[config.mk]
export PLATFORM = sky130hd
export DESIGN_NAME = div_rate_ctrl
export DESIGN_NICKNAME = d
export VERILOG_FILES = /design/src/rtl/div_rate_ctrl.sv
export SDC_FILE = /design/constraint.sdc
export NUM_CORES = 1
export LEC_CHECK = 0
export ABC_AREA = 1
export BUFFER_PORTS_ARGS = -buffer_cell sky130_fd_sc_hd__buf_2
export CAP_MARGIN = 10
export CORE_MARGIN = 2
export CORE_UTILIZATION = 65
export DETAILED_ROUTE_END_ITERATION = 8
export GPL_TIMING_DRIVEN = 0
export PLACE_DENSITY = 0.85
export SLEW_MARGIN = 0
export SYNTH_ARGS = -nofsm -noshare
export SYNTH_HDL_FRONTEND = slang
export SYNTH_SLANG_ARGS = --single-unit
[constraint.sdc]
create_clock -name clk_50 -period 7.5 [get_ports clk_50]
set_input_delay 0.375 -clock clk_50 [delete_from_list [all_inputs] [get_ports clk_50]]
set_output_delay 0.375 -clock clk_50 [all_outputs]
set_load 0.1 [all_outputs]
[src/rtl/div_rate_ctrl.sv]
// Playback-speed controller: merges speed requests into a saturated divisor and commits it at a divider edge or timeout.
// Optional speed_level output is enabled by defining SPEED_LEVEL_EN.
module div_rate_ctrl #(
    parameter int unsigned BASE_DIV = 1136,
    parameter int unsigned STEP     = 32,
    parameter int unsigned MIN_DIV  = 568,
    parameter int unsigned MAX_DIV  = 2272,
    parameter int unsigned TIMEOUT  = 8192
) (
    input  logic              clk_50,
    input  logic              reset,
    input  logic              speed_up,
    input  logic              speed_down,
    input  logic              speed_reset,
    input  logic              div_clk,
    output logic [31:0]       div_factor,
    output logic              div_load,
    output logic              busy,
    output logic              at_min,
    output logic              at_max
`ifdef SPEED_LEVEL_EN
    ,
    output logic signed [7:0] speed_level
`endif
);

    // state     | meaning
    // IDLE      | div_factor matches pending, nothing to commit
    // WAIT_EDGE | change pending, waiting for a divider edge or timeout
    // COMMIT    | one cycle; div_factor takes pending on exit
    typedef enum logic [1:0] {
        IDLE      = 2'd0,
        WAIT_EDGE = 2'd1,
        COMMIT    = 2'd2
    } state_t;

    localparam int unsigned TW = (TIMEOUT > 2) ? $clog2(TIMEOUT) : 1;
    localparam logic [TW-1:0] TIMER_LOAD = TW'(TIMEOUT - 1);

    localparam logic [31:0] BASE_V = 32'(BASE_DIV);
    localparam logic [31:0] STEP_V = 32'(STEP);
    localparam logic [31:0] MIN_V  = 32'(MIN_DIV);
    localparam logic [31:0] MAX_V  = 32'(MAX_DIV);
    localparam logic [32:0] UP_LIM = 33'(MIN_DIV) + 33'(STEP);
    localparam logic [32:0] DN_LIM = 33'(MAX_DIV) - 33'(STEP);

    state_t        state;
    logic [31:0]   pending;
    logic [31:0]   next_pending;
    logic [32:0]   pend_ext;
    logic [TW-1:0] timer;
    logic          sync1;
    logic          sync2;
    logic          sync3;
    logic          div_edge;

`ifdef SPEED_LEVEL_EN
    logic signed [7:0] level_pend;
    logic signed [7:0] next_level;
`endif

    assign pend_ext = {1'b0, pending};
    assign div_edge = sync2 & ~sync3;
    assign at_min   = (div_factor == MIN_V);
    assign at_max   = (div_factor == MAX_V);

    // Clamped steps still count as accepted requests but do not move the level.
    always_comb begin
        next_pending = pending;
`ifdef SPEED_LEVEL_EN
        next_level = level_pend;
`endif
        if (speed_reset) begin
            next_pending = BASE_V;
`ifdef SPEED_LEVEL_EN
            next_level = 8'sd0;
`endif
        end else if (speed_up && speed_down) begin
            next_pending = pending;
        end else if (speed_up) begin
            if (pend_ext < UP_LIM) begin
                next_pending = MIN_V;
            end else begin
                next_pending = pending - STEP_V;
`ifdef SPEED_LEVEL_EN
                next_level = level_pend + 8'sd1;
`endif
            end
        end else if (speed_down) begin
            if (pend_ext > DN_LIM) begin
                next_pending = MAX_V;
            end else begin
                next_pending = pending + STEP_V;
`ifdef SPEED_LEVEL_EN
                next_level = level_pend - 8'sd1;
`endif
            end
        end
    end

    always_ff @(posedge clk_50) begin
        if (reset) begin
            state      <= IDLE;
            busy       <= 1'b0;
            pending    <= BASE_V;
            div_factor <= BASE_V;
            div_load   <= 1'b0;
            timer      <= '0;
            sync1      <= 1'b0;
            sync2      <= 1'b0;
            sync3      <= 1'b0;
`ifdef SPEED_LEVEL_EN
            level_pend  <= 8'sd0;
            speed_level <= 8'sd0;
`endif
        end else begin
            sync1    <= div_clk;
            sync2    <= sync1;
            sync3    <= sync2;
            div_load <= 1'b0;
            pending  <= next_pending;
`ifdef SPEED_LEVEL_EN
            level_pend <= next_level;
`endif
            case (state)
                IDLE: begin
                    if (next_pending != div_factor) begin
                        state <= WAIT_EDGE;
                        busy  <= 1'b1;
                        timer <= TIMER_LOAD;
                    end
                end
                WAIT_EDGE: begin
                    if (timer != '0) begin
                        timer <= timer - 1'b1;
                    end
                    if (next_pending == div_factor) begin
                        state <= IDLE;
                        busy  <= 1'b0;
                    end else if (div_edge || (timer == '0)) begin
                        state <= COMMIT;
                    end
                end
                COMMIT: begin
                    div_factor <= pending;
                    div_load   <= 1'b1;
`ifdef SPEED_LEVEL_EN
                    speed_level <= level_pend;
`endif
                    // A request landing in the commit cycle starts a fresh wait.
                    if (next_pending != pending) begin
                        state <= WAIT_EDGE;
                        busy  <= 1'b1;
                        timer <= TIMER_LOAD;
                    end else begin
                        state <= IDLE;
                        busy  <= 1'b0;
                    end
                end
                default: begin
                    state <= IDLE;
                    busy  <= 1'b0;
                end
            endcase
        end
    end

endmodule

# After elaboration in Yosys (flattened, before gate mapping)
# Cells that the tools add are included.
# op_classes
add_sub_neg	3
n_lt_le_gt_ge	2
n_eq_ne	12
n_mux	20
n_bitwise	2
reduce_logical	9
# op_table
cell	n
two-way mux 32 bit	6
!= test 32 bit	2
two-way mux 13 bit	3
case mux 13 bit (3 select lines)	1
adder 32 x 6 -> 32 bit, second input constant	1
equality test 32 x 10 -> 1 bit, second input constant	1
equality test 32 x 12 -> 1 bit, second input constant	1
equality test 32 bit	1
greater-than comparator 32 x 12 -> 1 bit, second input constant	1
< comparator 32 x 10 -> 1 bit, second input constant	1
subtractor 32 x 6 -> 32 bit, second input constant	1
zero test 13 bit	1
nonzero test 13 bit	1
subtractor 13 x 1 -> 13 bit, second input constant	1
!= test 2 bit, second input constant	4
two-way mux 2 bit	3
case mux 2 bit (3 select lines)	1
two-way mux 1 bit	5
AND reduction 2 bit	2
AND reduction 4 bit	1
!= test 3 bit, second input constant	1
case mux 1 bit (3 select lines)	1
nonzero test 3 bit	1
equality test 2 x 1 -> 1 bit, second input constant	1
6 further kinds	6
# totals
register_bits	84
input_bits	6
out_inout_bits	36
wordCells	57

# Longest topological paths before layout
# Gate-level depths: netlist (run 1).
# logic_depth
depth_word	9
mapped_depth	25
depth_no_buf	25

# Worst setup path after synthesis (run 1)
# OpenSTA, ideal clock, no wires.
# synth_timing
path_type	reg-to-output
startpoint	register div_factor[9]
endpoint	output port at_min
arrival_time_ns	4.292
t_required_ns	7.125
slack_ns	2.833
stages_incl_launch_ff	5
path_buffers	0
cell_sequence	dfxtp_1 > inv_1 > nor2_1 > nand3_1 > nor4_1
# synth_via
elab_chain_len	1
# synth_lines
item	line_no	text
from (decl)	16	output logic [31:0] div_factor,
from (signal assigned)	145	div_factor <= pending;
equality test 32 x 10 -> 1 bit	64	assign at_min = (div_factor == MIN_V);
to (decl)	19	output logic at_min,
# Every way passes these cells.

# Final worst setup path (run 1)
# layout_timing
startpoint	register pending[5]
endpoint	register timer[8]
# layout_via
elab_chain_len	9
elab_cells_between_ends	15
cone_classes	2 x add/sub; 2 x order compare; 4 x eq/ne; 6 x mux; 1 x reduce/logical
# layout_lines
item	line_no	text
from (decl)	48	logic [31:0] pending;
from (signal assigned)	121	pending <= next_pending;
adder 32 x 6 -> 32 bit or greater-than comparator 32 x 12 -> 1 bit (tied branches)	93, 90	
two-way mux 32 bit	90	if (pend_ext > DN_LIM) begin
two-way mux 32 bit	89	end else if (speed_down) begin
two-way mux 32 bit	80	end else if (speed_up) begin
two-way mux 32 bit	78	end else if (speed_up && speed_down) begin
two-way mux 32 bit	73	if (speed_reset) begin
!= test 32 bit (on tied branches)	151, 127	
!= test 2 bit (no line)	--	
AND reduction 4 bit (no line) (*)	--	
to (signal assigned)	135	timer <= timer - 1'b1;
to (decl)	51	logic [TW-1:0] timer;
# Mark *: on every way between the ends. The rest lies on a longest branch, timed or not.
# A chain may end at the register's enable or synchronous reset.

==> metrics, run 1 <==
Final Skew 14.81 ps; worst hold path depth 3; synthesized cell area 6237 sq um; Leakage 3.126 nW; worst hold slack 189.7 ps; CTS Hold Bufs 0; P&R area growth vs syn 9.167%; initial antenna violation count 0; multi-input logic area 3976 sq um; total power per unit cell area 185.0 nW/um^2; vias per cell 5.840; Crit-path slowest cell dfxtp_1; Worst Reg-to-Reg Cells 19; Clk pwr share 28.1%; endpoints failing hold 0; H-tree depth 3; hold crit path type input port to flop; crit-path max FO 10; register area share after synthesis 26.96%; # nets final 1062; Crit Path Class flop to flop; Synth Register Bits 84; PortBufs 41; critical path cell sequence inv_1 > ha_1 > nand2_1 > nor2_1 > nand2_1 > nor2_1 > nand2_1 > nand2_1 > nand2_1 > nand2_1 > nand3_1 > xnor2_1 > nor2_1 > nand2_1 > nor2_4 > nand3_4 > buf_2 > nand3_1 > a21oi_2; I/O pin count 42; post-route ant nets 0; grt ovf 0; peak supply drop 0.2135 mV; average size of a mapped cell 6.237 sq um; Clock transition at path regs 100 ps; largest net degree at the start of global routing 17; DR pass1 iterations 6; area leader, netlist dfxtp_1; slowest stage delay, CP 390 ps; WL final 19520 um; critical path capture point type flop; Fmax 0.2929 GHz; layout cells sized above 1 15.89%; Switch Pwr 0.0005227 W; HPWL Detailed 14580 um; DRC viols 0; fill count 834; final worst setup slack 4086 ps; YS warnings 0; DP Worst Slack 4209 ps; Register Area 1682 sq um; Placed Area 6604 sq um; post-CTS setup-driven buffer insertion count 0; ant diodes 0; Int Pwr 0.0007368 W; status completed; FF-to-FF setup slack 4090 ps; Initial DRC Count 639; die area 10390 sq um; setup TNS 0 ps; row cnt 35; sequential share of power 40.2%; Total Routing Usage GR 38.61%; starting density of the core 67.18%; max-cap violation count 0; RSZ-0062 raised after global routing false; Area contributors post-synth dfxtp_1 27%, nand2_1 15%, nor2_1 7.5%; Wirelength per Cell 16.45 um; sw frac 41.50%; Non-Filler Instances 1186; Die Width 102.0 um; crit share post-route 45.52%; post-layout minimum cycle time 3414 ps; first-pass GRT wire length 30990 um; Slew @ Worst Pin 754.7 ps; number of global-route vias before repair 6249; Slew Limit Fails 0; cell repeated most along the worst path nand2_1; placed insts 1170; Synth cell types 36; Req. time, crit path 7740 ps; CTS tree yes; core area 9284 sq um; most common cell after layout, fill and taps aside nand2_1; CTS Buffer Depth 2; Die Height 102.0 um; post-cts resize count 0; most frequent cells in the layout 253 x nand2_1, 124 x nor2_1, 89 x nand3_1; Synth top area share 26.96%; post-route cell area 6809 sq um; root buf cell clkbuf_8; Clock Sinks 84; Syn Nets 1010; CP Data Arrival Time 3650 ps; TritonCTS buffer count 9; Startpoint Class flop; via count 6926; Rel. slew slack 49.69%; Logic pwr share 31.7%; setup violators final 0; cells after synthesis 1000; Clock Latency Late Sink 380 ps; RePlAce Congestion 0.9985
-- final timing paths --
path	startpoint	end
max	pending[5]	timer[8]
min	div_clk	sync1
max reg2reg	pending[5]	timer[8]
min reg2reg	sync1	sync2
-- critical path, delay by kind of cell, from the launching register on --
family | cells | cell delay, ps
simple gates | 14 | 1830
buf+inv | 2 | 480
flops | 1 | 390
fa+ha+maj | 1 | 350
xor+xnor | 1 | 160
compound gates | 1 | 60
-- cell type report --
class                      count  area share, %
tap                          129          2.370
timing repair buffer          41          3.014
inverter                      91          5.017
multi-input combinational    784          58.40
clock buffer                   9          1.819
clock inverter                 7          1.194
buffer                        41          3.491
sequential                    84          24.70
-- per-layer routing --
metal	global-route usage, %	up-vias	share of wire (%)	wire length [um]
met4	16.82	0	3.3	637
met2	61.18	340	44	8675
met3	6.840	49	9.5	1848
li1	-	3408	-	-
met1	51.66	3129	43	8354
met5	0	-	0	0
-- cells in the mapped netlist, drive strengths merged --
cell and count:
a21oi 75, a221oi 1, buf 19, clkbuf 22, dfxtp 84, ha 4, inv 91, nand2 278
nand3 108, nand4 55, nor2 144, nor3 6, nor3b 1, nor4 12, o211ai 4, o21ai 65
o22ai 1, or2 8, xnor2 4, xor2 18
-- stage by stage --
step / util (%) / total power (W)
after floorplan: - / 0.0008170
after global placement: 71.13 / 0.0008996
after detailed placement: 71.13 / 0.0009046
after CTS: 73.34 / 0.001252
after global routing: 73.34 / 0.001310
final: 73.34 / 0.001260
-- power by group through the flow --
| stage | Sequential (W) | Combinational (W) | Clock, W |
|---|---|---|---|
| 2_1_floorplan | 0.000585 | 0.000232 | 0 |
| 3_3_place_gp | 0.000515 | 0.000385 | 0 |
| 3_5_place_dp | 0.000515 | 0.000390 | 0 |
| 4_1_cts | 0.000505 | 0.000392 | 0.000355 |
| 5_1_grt | 0.000510 | 0.000433 | 0.000367 |
| 6_report | 0.000506 | 0.000399 | 0.000354 |
-- cell families after synthesis --
kind of cell	Yosys count	share of synthesized area [%]
and+or+nand+nor	612	47.18
adders and majority gates	4	0.8024
buffers and inverters	132	9.288
AOI/OAI and AO/OA	146	12.68
DFF	84	26.96
xor gates and xnor gates	22	3.089
-- state kept, by name, summed over array words and instances, names as in the netlist --
name	cells
pending	32
busy	1
sync1	1
timer	13
sync3	1
div_load	1
state	2
div_factor	32
sync2	1
Power figures use the tool's default switching activity.
==> run 2: changes to the inputs <==
Settings changed: CORE_UTILIZATION 65 to 62, PLACE_DENSITY 0.85 to 0.81.
Clock period 7.5 ns to 3.3 ns, I/O delays scaled along.
==> metrics, run 2 (synthesis gave the netlist of run 1 again) <==
Clock transition at path regs 100 ps; starting density of the core 63.81%; hold crit path type input port to flop; number of global-route vias before repair 6140; first-pass GRT wire length 31020 um; DRC viols 0; met3 usage 8.647%; TritonCTS buffer count 9; status completed; crit-path max FO 10; max-cap violation count 0; PortBufs 41; Crit-path slowest cell dfxtp_1; # nets final 1063; Clock Latency Late Sink 400 ps; CP Buf/Inv Count 4; Power Total 0.002822 W; ant diodes 0; Fmax 0.3254 GHz; cell repeated most along the worst path nand2_1; layout cells sized above 1 16.56%; row cnt 36; vias per cell 5.752; Slew Limit Fails 0; post-layout minimum cycle time 3073 ps; RePlAce Congestion 0.9855; CP Data Arrival Time 3340 ps; endpoints failing hold 0; via count 6845; WL final 19280 um; setup violators final 0; critical path capture point type flop; most common cell after layout, fill and taps aside nand2_1; DR pass1 iterations 5; M1 GR Usage 47.39%; P&R area growth vs syn 9.850%; Crit Path Class flop to flop; Initial DRC Count 618; Rel. slew slack 47.88%; RSZ-0062 raised after global routing false; Die Height 104.3 um; DP Worst Slack -14.14 ps; Final Skew 17.77 ps; Clock Sinks 84; Req. time, crit path 3560 ps; crit share post-route 93.13%; core area 9774 sq um; largest net degree at the start of global routing 15; slowest stage delay, CP 320 ps; Slew @ Worst Pin 781.8 ps; grt ovf 0; Leakage 3.116 nW; GR peak layer met2; H-tree depth 3; total power per unit cell area 411.9 nW/um^2; Startpoint Class flop; HPWL Detailed 14550 um; post-route ant nets 0; most frequent cells in the layout 253 x nand2_1, 122 x nor2_1, 89 x nand3_1; CTS tree yes; final worst setup slack 226.9 ps; initial antenna violation count 0; Die Width 104.3 um; crit-path leading delay family simple AND/OR/NAND/NOR gates; root buf cell clkbuf_8; peak supply drop 0.4053 mV; I/O pin count 42; biggest regs div_factor (32), pending (32), timer (13); critical path cell sequence buf_4 > inv_2 > nand2_1 > nor2_1 > a21oi_2 > nand3_4 > buf_6 > nand3_1 > nand2_1 > nand3_1 > nand2_1 > nand2_1 > nand3_1 > nor2_1 > nand2_1 > nor2_4 > nand3_4 > buf_2 > nand3_1 > a21oi_2; Wirelength per Cell 16.20 um; post-CTS setup-driven buffer insertion count 0; worst hold slack 305.3 ps; CTS Buffer Depth 2; Total Routing Usage GR 36.04%; met2 Resource Use GR 55.98%; die area 10880 sq um
run 2: changes by cell type in the layout (fill, tap and decap cells not counted), sizes merged:
cell         before  now
inv              94   92
dlygate4sd3       0    1
clkbuf           31   32
run 2: final cells by class:
| cell class | instances | area, sq um |
|---|---|---|
| fillers | 964 | 2923 |
| inverters | 91 | 344.1 |
| plain buffers | 41 | 237.7 |
| repair buffers | 42 | 215.2 |
| well taps | 133 | 166.4 |
| clock buffers | 10 | 127.6 |
| multi-input cells | 784 | 4015 |
| flip-flops and latches | 84 | 1684 |
| clock inverters | 5 | 61.31 |
run 2: repair_timing:
action,CTS,global route
hold buffers,1,0
hold endpoints to repair,1,0
gates resized for setup,1,9
setup endpoints to repair,9,16
run 2: where the power goes:
part	total [W]	leakage, nW	switching (W)	internal (W)
Sequential	0.00115	0.688	0.0000744	0.00107
Clock	0.000760	0.0850	0.000412	0.000348
Combinational	0.000913	2.34	0.000670	0.000243
run 2: worst register-to-register path, cell delays in order (launching register included):
cell and delay (ps):
dfxtp_1 320, buf_4 170, inv_2 100, nand2_1 80
nor2_1 50, a21oi_2 230, nand3_4 160, buf_6 190
nand3_1 80, nand2_1 90, nand3_1 140, nand2_1 70
nand2_1 60, nand3_1 80, nor2_1 250, nand2_1 180
nor2_4 160, nand3_4 120, buf_2 220, nand3_1 140
a21oi_2 60
run 2: worst paths after layout:
path              slack (ps)        endpoint  cells past startpoint        from
setup reg to reg         230        timer[4]                     20  pending[8]
setup / recovery         230        timer[4]                     20  pending[8]
hold reg to reg          410           sync2                      2       sync1
hold / removal           310  div_factor[29]                      5       reset
run 2: stage by stage:
stage	TNS [ps]	util (%)	instance area [sq um]	cells
after global routing	0	70.10	6852	1190
after floorplan	0	-	6250	1000
after CTS	0	69.80	6823	1190
after global placement	0	67.74	6621	1174
after detailed placement	-23.40	67.74	6621	1174
final	0	70.10	6852	1190
run 2: layer usage:
| metal | part of all wire (%) | up-vias |
|---|---|---|
| met1 | 43 | 3090 |
| met3 | 9.3 | 53 |
| met4 | 3.6 | 0 |
| li1 | - | 3420 |
| met5 | 0 | - |
| met2 | 44 | 282 |
